File: config.mk
export PLATFORM = sky130hd
export DESIGN_NAME = uart_tx_arbiter_flat
export DESIGN_NICKNAME = d
export VERILOG_FILES = /design/src/rtl/uart_tx_arbiter_if.sv /design/src/rtl/uart_tx_arbiter.sv /design/src/flat_wrapper.sv
export SDC_FILE = /design/constraint.sdc
export NUM_CORES = 1
export LEC_CHECK = 0
export BUFFER_PORTS_ARGS = -buffer_cell sky130_fd_sc_hd__buf_2
export CORE_ASPECT_RATIO = 0.75
export CORE_UTILIZATION = 49
export CTS_BUF_LIST = sky130_fd_sc_hd__clkbuf_2 sky130_fd_sc_hd__clkbuf_4 sky130_fd_sc_hd__clkbuf_8
export CTS_CLUSTER_DIAMETER = 150
export DETAILED_ROUTE_END_ITERATION = 10
export MAX_ROUTING_LAYER = met4
export PLACE_DENSITY = 0.85
export SYNTH_ARGS = -nofsm -noshare
export SYNTH_HDL_FRONTEND = slang
export SYNTH_SLANG_ARGS = --single-unit
File: constraint.sdc
create_clock -name i_clk -period 4.1 [get_ports i_clk]
set_clock_uncertainty 0.1 [all_clocks]
set_input_delay 0.205 -clock i_clk [delete_from_list [all_inputs] [get_ports i_clk]]
set_output_delay 0.205 -clock i_clk [all_outputs]
set_load 0.05 [all_outputs]
File: src/rtl/uart_tx_arbiter_if.sv
// uart_tx_arbiter_if -- bundle of requester-side and transmitter-side signals
// around uart_tx_arbiter.
//
// Parameter:
//   N_REQ        number of byte producers (2..8)
// Signals (names kept from the original flat port list):
//   i_req        [N_REQ]    per-requester byte valid, held until o_ack
//   i_data       [8*N_REQ]  requester k's byte on bits [8k+7:8k]
//   i_last       [N_REQ]    per-requester end-of-packet flag
//   o_ack        [N_REQ]    one-hot 1-cycle pulse: byte taken
//   o_sent       [N_REQ]    one-hot 1-cycle pulse: byte fully on the line
//   o_grant_id   [ID_W]     requester currently owning the transmitter
//   o_active                high from accept until o_sent
//   o_tx_data    [8]        byte to uart_tx i_data
//   o_tx_start              1-cycle start pulse to uart_tx i_tx_start
//   i_tx_busy               uart_tx o_tx_busy
//   i_tx_done               uart_tx o_tx_done
// Modports: slave = arbiter side, master = requester/transmitter side.

interface uart_tx_arbiter_if #(
  parameter int N_REQ = 4
);
  localparam int ID_W = $clog2(N_REQ);

  logic [N_REQ-1:0]   i_req;
  logic [8*N_REQ-1:0] i_data;
  logic [N_REQ-1:0]   i_last;
  logic [N_REQ-1:0]   o_ack;
  logic [N_REQ-1:0]   o_sent;
  logic [ID_W-1:0]    o_grant_id;
  logic               o_active;
  logic [7:0]         o_tx_data;
  logic               o_tx_start;
  logic               i_tx_busy;
  logic               i_tx_done;

  modport slave (
    input  i_req, i_data, i_last, i_tx_busy, i_tx_done,
    output o_ack, o_sent, o_grant_id, o_active, o_tx_data, o_tx_start
  );

  modport master (
    output i_req, i_data, i_last, i_tx_busy, i_tx_done,
    input  o_ack, o_sent, o_grant_id, o_active, o_tx_data, o_tx_start
  );
endinterface

File: src/rtl/uart_tx_arbiter.sv
// uart_tx_arbiter -- round-robin arbiter/sequencer sharing one uart_tx
// between N_REQ byte producers. One byte is accepted from the winning
// requester, launched with a single-cycle start pulse, and the next grant
// waits for the transmitter's done pulse.
//
// Ports:
//   i_clk   system clock
//   i_rst   synchronous active-high reset
//   bus     uart_tx_arbiter_if.slave (requester handshake + uart_tx link)
//
// Optional build macro UART_ARB_LOCK_EN: packet lock. A byte accepted with
// i_last=0 locks the arbiter to that requester until a byte with i_last=1
// has been sent; only then does the round-robin pointer advance. Without
// the macro i_last is ignored and round-robin applies on every byte.
//
// All outputs are registered. Overhead per byte is two cycles beyond the
// transmitter frame: done in D, o_sent in D+1, earliest next start in D+2.

module uart_tx_arbiter #(
  parameter int N_REQ = 4
) (
  input  logic             i_clk,
  input  logic             i_rst,
  uart_tx_arbiter_if.slave bus
);

  localparam int          ID_W = $clog2(N_REQ);
  localparam int unsigned NR   = N_REQ;

  typedef enum logic [1:0] {
    ARB       = 2'd0,
    WAIT_DONE = 2'd1,
    REPORT    = 2'd2
  } state_e;

  state_e            state_q, state_d;
  logic [ID_W-1:0]   ptr_q, ptr_d;
  logic [ID_W-1:0]   grant_q, grant_d;
  logic [N_REQ-1:0]  ack_q, ack_d;
  logic [N_REQ-1:0]  sent_q, sent_d;
  logic              active_q, active_d;
  logic [7:0]        tx_data_q, tx_data_d;
  logic              tx_start_q, tx_start_d;

`ifdef UART_ARB_LOCK_EN
  logic              last_q, last_d;
  logic              lock_q, lock_d;
  logic [ID_W-1:0]   lock_id_q, lock_id_d;
`else
  logic              unused_last;
  assign unused_last = ^bus.i_last;
`endif

  logic [N_REQ-1:0]  elig;
  logic              win_found;
  logic [ID_W-1:0]   win_id;
  int unsigned       cand;
  logic              accept;
  logic              done_ev;
  logic [ID_W-1:0]   ptr_adv;

  // Pointer value that gives the last winner lowest priority next time.
  assign ptr_adv = (grant_q == ID_W'(NR - 1)) ? '0 : grant_q + 1'b1;

  // ---------------------------------------------------------------------------
  // State register (plus registered outputs and datapath)
  // ---------------------------------------------------------------------------
  always_ff @(posedge i_clk) begin
    if (i_rst) begin
      state_q    <= ARB;
      ptr_q      <= '0;
      grant_q    <= '0;
      ack_q      <= '0;
      sent_q     <= '0;
      active_q   <= 1'b0;
      tx_data_q  <= '0;
      tx_start_q <= 1'b0;
`ifdef UART_ARB_LOCK_EN
      last_q     <= 1'b0;
      lock_q     <= 1'b0;
      lock_id_q  <= '0;
`endif
    end else begin
      state_q    <= state_d;
      ptr_q      <= ptr_d;
      grant_q    <= grant_d;
      ack_q      <= ack_d;
      sent_q     <= sent_d;
      active_q   <= active_d;
      tx_data_q  <= tx_data_d;
      tx_start_q <= tx_start_d;
`ifdef UART_ARB_LOCK_EN
      last_q     <= last_d;
      lock_q     <= lock_d;
      lock_id_q  <= lock_id_d;
`endif
    end
  end

  // ---------------------------------------------------------------------------
  // Next-state logic, including the round-robin search
  // ---------------------------------------------------------------------------
  always_comb begin
    elig = bus.i_req;
`ifdef UART_ARB_LOCK_EN
    if (lock_q) begin
      elig            = '0;
      elig[lock_id_q] = bus.i_req[lock_id_q];
    end
`endif

    // Search ascending from ptr, wrapping modulo N_REQ; first hit wins.
    win_found = 1'b0;
    win_id    = '0;
    cand      = '0;
    for (int unsigned i = 0; i < NR; i++) begin
      cand = 32'(ptr_q) + i;
      if (cand >= NR) begin
        cand = cand - NR;
      end
      if (!win_found && elig[cand[ID_W-1:0]]) begin
        win_found = 1'b1;
        win_id    = cand[ID_W-1:0];
      end
    end

    // REPORT arbitrates like ARB: ptr/lock were already updated on the done
    // edge, so the next start can follow the done pulse by two cycles.
    accept  = (state_q != WAIT_DONE) && win_found && !bus.i_tx_busy;
    done_ev = (state_q == WAIT_DONE) && bus.i_tx_done;

    state_d = state_q;
    case (state_q)
      ARB, REPORT: state_d = accept ? WAIT_DONE : ARB;
      WAIT_DONE:   state_d = done_ev ? REPORT : WAIT_DONE;
      default:     state_d = ARB;
    endcase
  end

  // ---------------------------------------------------------------------------
  // Output / datapath next values
  // ---------------------------------------------------------------------------
  always_comb begin
    ack_d      = '0;
    sent_d     = '0;
    tx_start_d = 1'b0;
    grant_d    = grant_q;
    tx_data_d  = tx_data_q;
    active_d   = active_q;
    ptr_d      = ptr_q;
`ifdef UART_ARB_LOCK_EN
    last_d     = last_q;
    lock_d     = lock_q;
    lock_id_d  = lock_id_q;
`endif

    if (accept) begin
      ack_d[win_id] = 1'b1;
      tx_start_d    = 1'b1;
      grant_d       = win_id;
      active_d      = 1'b1;
      for (int unsigned k = 0; k < NR; k++) begin
        if (win_id == ID_W'(k)) begin
          tx_data_d = bus.i_data[8*k +: 8];
        end
      end
`ifdef UART_ARB_LOCK_EN
      last_d = bus.i_last[win_id];
      if (!bus.i_last[win_id]) begin
        lock_d    = 1'b1;
        lock_id_d = win_id;
      end
`endif
    end

    if (done_ev) begin
      sent_d[grant_q] = 1'b1;
      active_d        = 1'b0;
`ifdef UART_ARB_LOCK_EN
      // Mid-packet bytes keep both the lock and the pointer.
      if (last_q) begin
        lock_d = 1'b0;
        ptr_d  = ptr_adv;
      end
`else
      ptr_d = ptr_adv;
`endif
    end
  end

  // ---------------------------------------------------------------------------
  // Outputs
  // ---------------------------------------------------------------------------
  assign bus.o_ack      = ack_q;
  assign bus.o_sent     = sent_q;
  assign bus.o_grant_id = grant_q;
  assign bus.o_active   = active_q;
  assign bus.o_tx_data  = tx_data_q;
  assign bus.o_tx_start = tx_start_q;

  // ---------------------------------------------------------------------------
  // Protocol properties
  // ---------------------------------------------------------------------------
  ack_onehot: assert property (@(posedge i_clk) disable iff (i_rst)
    $onehot0(ack_q));
  sent_onehot: assert property (@(posedge i_clk) disable iff (i_rst)
    $onehot0(sent_q));
  ack_with_start: assert property (@(posedge i_clk) disable iff (i_rst)
    (ack_q != '0) == tx_start_q);

endmodule

File: src/flat_wrapper.sv
// flat-port wrapper written by rule: the top's interface ports become plain ports
module uart_tx_arbiter_flat 
#(
  parameter int N_REQ = 4
)
  (i_clk, i_rst, bus_i_req, bus_i_data, bus_i_last, bus_i_tx_busy, bus_i_tx_done, bus_o_ack, bus_o_sent, bus_o_grant_id, bus_o_active, bus_o_tx_data, bus_o_tx_start);
  uart_tx_arbiter_if #(.N_REQ(N_REQ)) bus_i ();
  input  logic i_clk;
  input  logic i_rst;
  input wire logic [$bits(bus_i.i_req)-1:0] bus_i_req;
  input wire logic [$bits(bus_i.i_data)-1:0] bus_i_data;
  input wire logic [$bits(bus_i.i_last)-1:0] bus_i_last;
  input wire logic [$bits(bus_i.i_tx_busy)-1:0] bus_i_tx_busy;
  input wire logic [$bits(bus_i.i_tx_done)-1:0] bus_i_tx_done;
  output wire logic [$bits(bus_i.o_ack)-1:0] bus_o_ack;
  output wire logic [$bits(bus_i.o_sent)-1:0] bus_o_sent;
  output wire logic [$bits(bus_i.o_grant_id)-1:0] bus_o_grant_id;
  output wire logic [$bits(bus_i.o_active)-1:0] bus_o_active;
  output wire logic [$bits(bus_i.o_tx_data)-1:0] bus_o_tx_data;
  output wire logic [$bits(bus_i.o_tx_start)-1:0] bus_o_tx_start;
  assign bus_i.i_req = bus_i_req;
  assign bus_i.i_data = bus_i_data;
  assign bus_i.i_last = bus_i_last;
  assign bus_i.i_tx_busy = bus_i_tx_busy;
  assign bus_i.i_tx_done = bus_i_tx_done;
  assign bus_o_ack = bus_i.o_ack;
  assign bus_o_sent = bus_i.o_sent;
  assign bus_o_grant_id = bus_i.o_grant_id;
  assign bus_o_active = bus_i.o_active;
  assign bus_o_tx_data = bus_i.o_tx_data;
  assign bus_o_tx_start = bus_i.o_tx_start;
  uart_tx_arbiter #(.N_REQ(N_REQ)) u_core (.i_clk(i_clk), .i_rst(i_rst), .bus(bus_i));
endmodule
==> flow_metrics.env <==
export IMPL_final_layout_size_suffix_gt1_frac=0.386
export IMPL_globalRouteOverflowTotal=0
export IMPL_final_hold_worst_slack_ns=0.0822
export IMPL_antenna_violating_nets_post_route=0
export IMPL_asyncSetResetFlopFracSynth=0
export IMPL_timing_reg2reg_setup_slack_ns=1.68
export IMPL_synth_enable_flop_cells=0
export IMPL_synthesis_area_per_instance_um2=9.44
export IMPL_timing_final_hold_violations=0
export IMPL_critical_path_buf_inv_count=0
export IMPL_timing_critical_path_mode_cell="mux2i_1"
export IMPL_clkLatencyLatePin_ns=0.31
export IMPL_final_max_tran_viols=0
export IMPL_flow_area_growth_from_synthesis_pct=25.7
export IMPL_drt_iter0_markers=20
export IMPL_holdPathStages=3
export IMPL_yosysSeqAreaShare=0.383
export IMPL_total_number_of_clock_tree_sinks=24
export IMPL_post_dp_cell_area_mm2=0.00156
export IMPL_postSynthCellCount=133
export IMPL_detailedPlace_worstSlack_ns=1.68
export IMPL_antenna_found_initial=0
export IMPL_synth_seq_cells=24
export IMPL_tritoncts_num_buffers=3
export IMPL_ff2ff_path_depth=8
export IMPL_die_area_mm2=0.00277
export IMPL_drt_wl_total_um=2650
export IMPL_place_gp_congestion=0.764
export IMPL_cts_htree_levels=1
export IMPL_worst_r2r_dst="u_core.bus.o_tx_data[4]"
export IMPL_post_layout_total_power_mw=0.507
export IMPL_timing_max_cap_violations=0
export IMPL_ioPinCount=64
export IMPL_worst_ir_drop_on_vdd_v=0.000172
export IMPL_core_region_area_mm2=0.00236
export IMPL_most_common_layout_cells="buf_2 (59), dfxtp_1 (24), mux2i_1 (16), nor2_1 (12), nand2_1 (12)"
export IMPL_initial_utilization=0.531
export IMPL_endpoint_kind="flip-flop"
export IMPL_chipWidth_um=60.4
export IMPL_grt_max_degree=21
export IMPL_avgViaCountPerCell=4.96
export IMPL_postCtsSetupBuffers=0
export IMPL_first_pass_iters=2
export IMPL_diodes=0
export IMPL_postSynth_topFlopCell="dfxtp_1"
export IMPL_detail_route_drc_violations=0
export IMPL_post_route_setup_tns_ns=0
export IMPL_post_route_period_util=0.589
export IMPL_synthesis_yosys_warnings=0
export IMPL_worst_path_dominant_cell_family="compound AO/OA/AOI/OAI gates"
export IMPL_setup_worst_path_class="reg2reg"
export IMPL_timing_slew_headroom=0.655
export IMPL_outcome="completed"
export IMPL_yosys_cell_types_count=28
export IMPL_die_h_um=45.8
export IMPL_post_route_worst_setup_slack_ns=1.68
export IMPL_grt_util_all_layers=0.219
export IMPL_final_cell_area_mm2=0.00158
export IMPL_cp_data_arrival_time_ns=2.56
export IMPL_netlist_area_mm2=0.00125
export IMPL_wl_per_cell_um=11.9
export IMPL_first_global_vias=1035
export IMPL_hold_path_class="in2reg"
export IMPL_timing_fmax_ghz=0.414
export IMPL_cp_data_required_time_ns=4.24
export IMPL_min_delay_start="bus_i_tx_done"
export IMPL_cp_start_kind="flip-flop"
export IMPL_hold_end="u_core.ptr_q[1]"
export IMPL_clock_root_buffer="clkbuf_4"
export IMPL_cts_tree="built"
export IMPL_fin_nets=243
export IMPL_dp_hpwl_um=2100
export IMPL_vias=1107
export IMPL_synth_net_count=185
export IMPL_critPathSlowestCell="ha_1"
export IMPL_grt_first_pass_wirelength_um=4260
export IMPL_floorplan_rows=15
export IMPL_tightestPinTransition_ns=0.518
export IMPL_portBuffers=59
export IMPL_worst_path_max_fanout=9
export IMPL_p_leak_nw=0.737
export IMPL_path_cells="nand2_1 > a211oi_1 > o21bai_1 > ha_1 > mux2i_1 > o21ai_0 > mux2i_1 > a211oi_2"
export IMPL_cts_path_max_buffers=2
export IMPL_p_per_area_mw_per_mm2=321
export IMPL_hold_buffers=0
export IMPL_most_common_library_cell_in_the_layout_ignoring_fill_and_taps="buf_2"
export IMPL_worst_setup_hold_path_clk_slew_ns=0.12
export IMPL_max_stage_delay_ns=0.55
export IMPL_cts_repair_resize_count=0
export IMPL_setup_violations_final=0
export IMPL_crit_reg2reg_launch="u_core.ptr_q[1]"
export IMPL_grt_setup_unrepaired="false"
export IMPL_final_period_minus_worst_setup_slack_ns=2.42
-- state kept, by name, summed over array words and instances, names as in the netlist --
register	cells
u_core.ptr_q	2
u_core.bus.o_grant_id	2
u_core.bus.o_sent	4
u_core.bus.o_active	1
u_core.state_q	2
u_core.bus.o_ack	4
u_core.bus.o_tx_data	8
u_core.bus.o_tx_start	1
-- through the flow --
stage / std cells / utilization
floorplan: 133 / -
global placement: 220 / 0.658
detailed placement: 220 / 0.658
CTS: 223 / 0.667
global route: 223 / 0.667
finish: 223 / 0.667
-- cells in the mapped netlist (2+ instances only) --
library cell  instances  area [µm²]
buf_6                 2        22.5
o22ai_1               3        18.8
buf_2                 3        15.0
ha_1                  8         100
dfxtp_1              24         480
nor3_1                2        10.0
nand2_1              12        45.0
a21oi_1               4        20.0
a211oi_1              2        15.0
and2_1                8        50.1
nand2b_1              3        18.8
a211oi_2              7        87.6
nor2b_1               4        25.0
inv_1                 5        18.8
nor2_1               12        45.0
mux2i_1              16         160
o21ai_0               7        35.0
-- power breakdown --
group	switching (mW)	internal, mW	leakage, nW	total, mW
clock	0.0638	0.0343	0.0138	0.0981
combinational	0.0995	0.0546	0.526	0.154
sequential	0.00769	0.247	0.197	0.255
total	0.171	0.336	0.737	0.507
-- worst max path at each step --
stage	start	to	slack [ns]	cells past startpoint
4_1_cts	u_core.ptr_q[1]	u_core.bus.o_tx_data[4]	1.65	8
5_1_grt	u_core.ptr_q[1]	u_core.bus.o_tx_data[4]	1.49	8
2_1_floorplan	u_core.ptr_q[1]	u_core.bus.o_tx_data[2]	2.12	10
3_5_place_dp	u_core.ptr_q[1]	u_core.bus.o_tx_data[4]	1.68	8
6_report	u_core.ptr_q[1]	u_core.bus.o_tx_data[4]	1.68	8
3_3_place_gp	bus_i_req[2]	u_core.bus.o_tx_data[2]	1.86	9
-- worst register-to-register path, stage by stage, from the launching register on --
cell and delay, ns:
dfxtp_1 0.42, nand2_1 0.08, a211oi_1 0.28, o21bai_1 0.23
ha_1 0.55, mux2i_1 0.14, o21ai_0 0.20, mux2i_1 0.12
a211oi_2 0.23
-- logic make-up after synthesis --
family                     count (synthesis)  synth area share
AOI/OAI and AO/OA                         25             0.151
and+or+nand+nor                           48             0.208
DFF                                       24             0.383
adders and majority gates                  8            0.0798
muxes                                     16             0.128
buffers and inverters                     12            0.0508
-- final cells by class --
class	count	area, µm²
Sequential cell	24	480
Multi-Input combinational cell	97	711
Timing Repair Buffer	60	303
Clock buffer	3	22.5
Fill cell	205	787
Inverter	5	18.8
Tap cell	34	42.5
-- layer usage --
metal	share of wire	vias to the layer above	GRT usage
met5	0	-	-
met4	0.0075	0	0.0591
met3	0.071	2	0.0767
met2	0.49	44	0.402
met1	0.43	495	0.222
li1	-	566	-
Power figures use the tool's default switching activity.
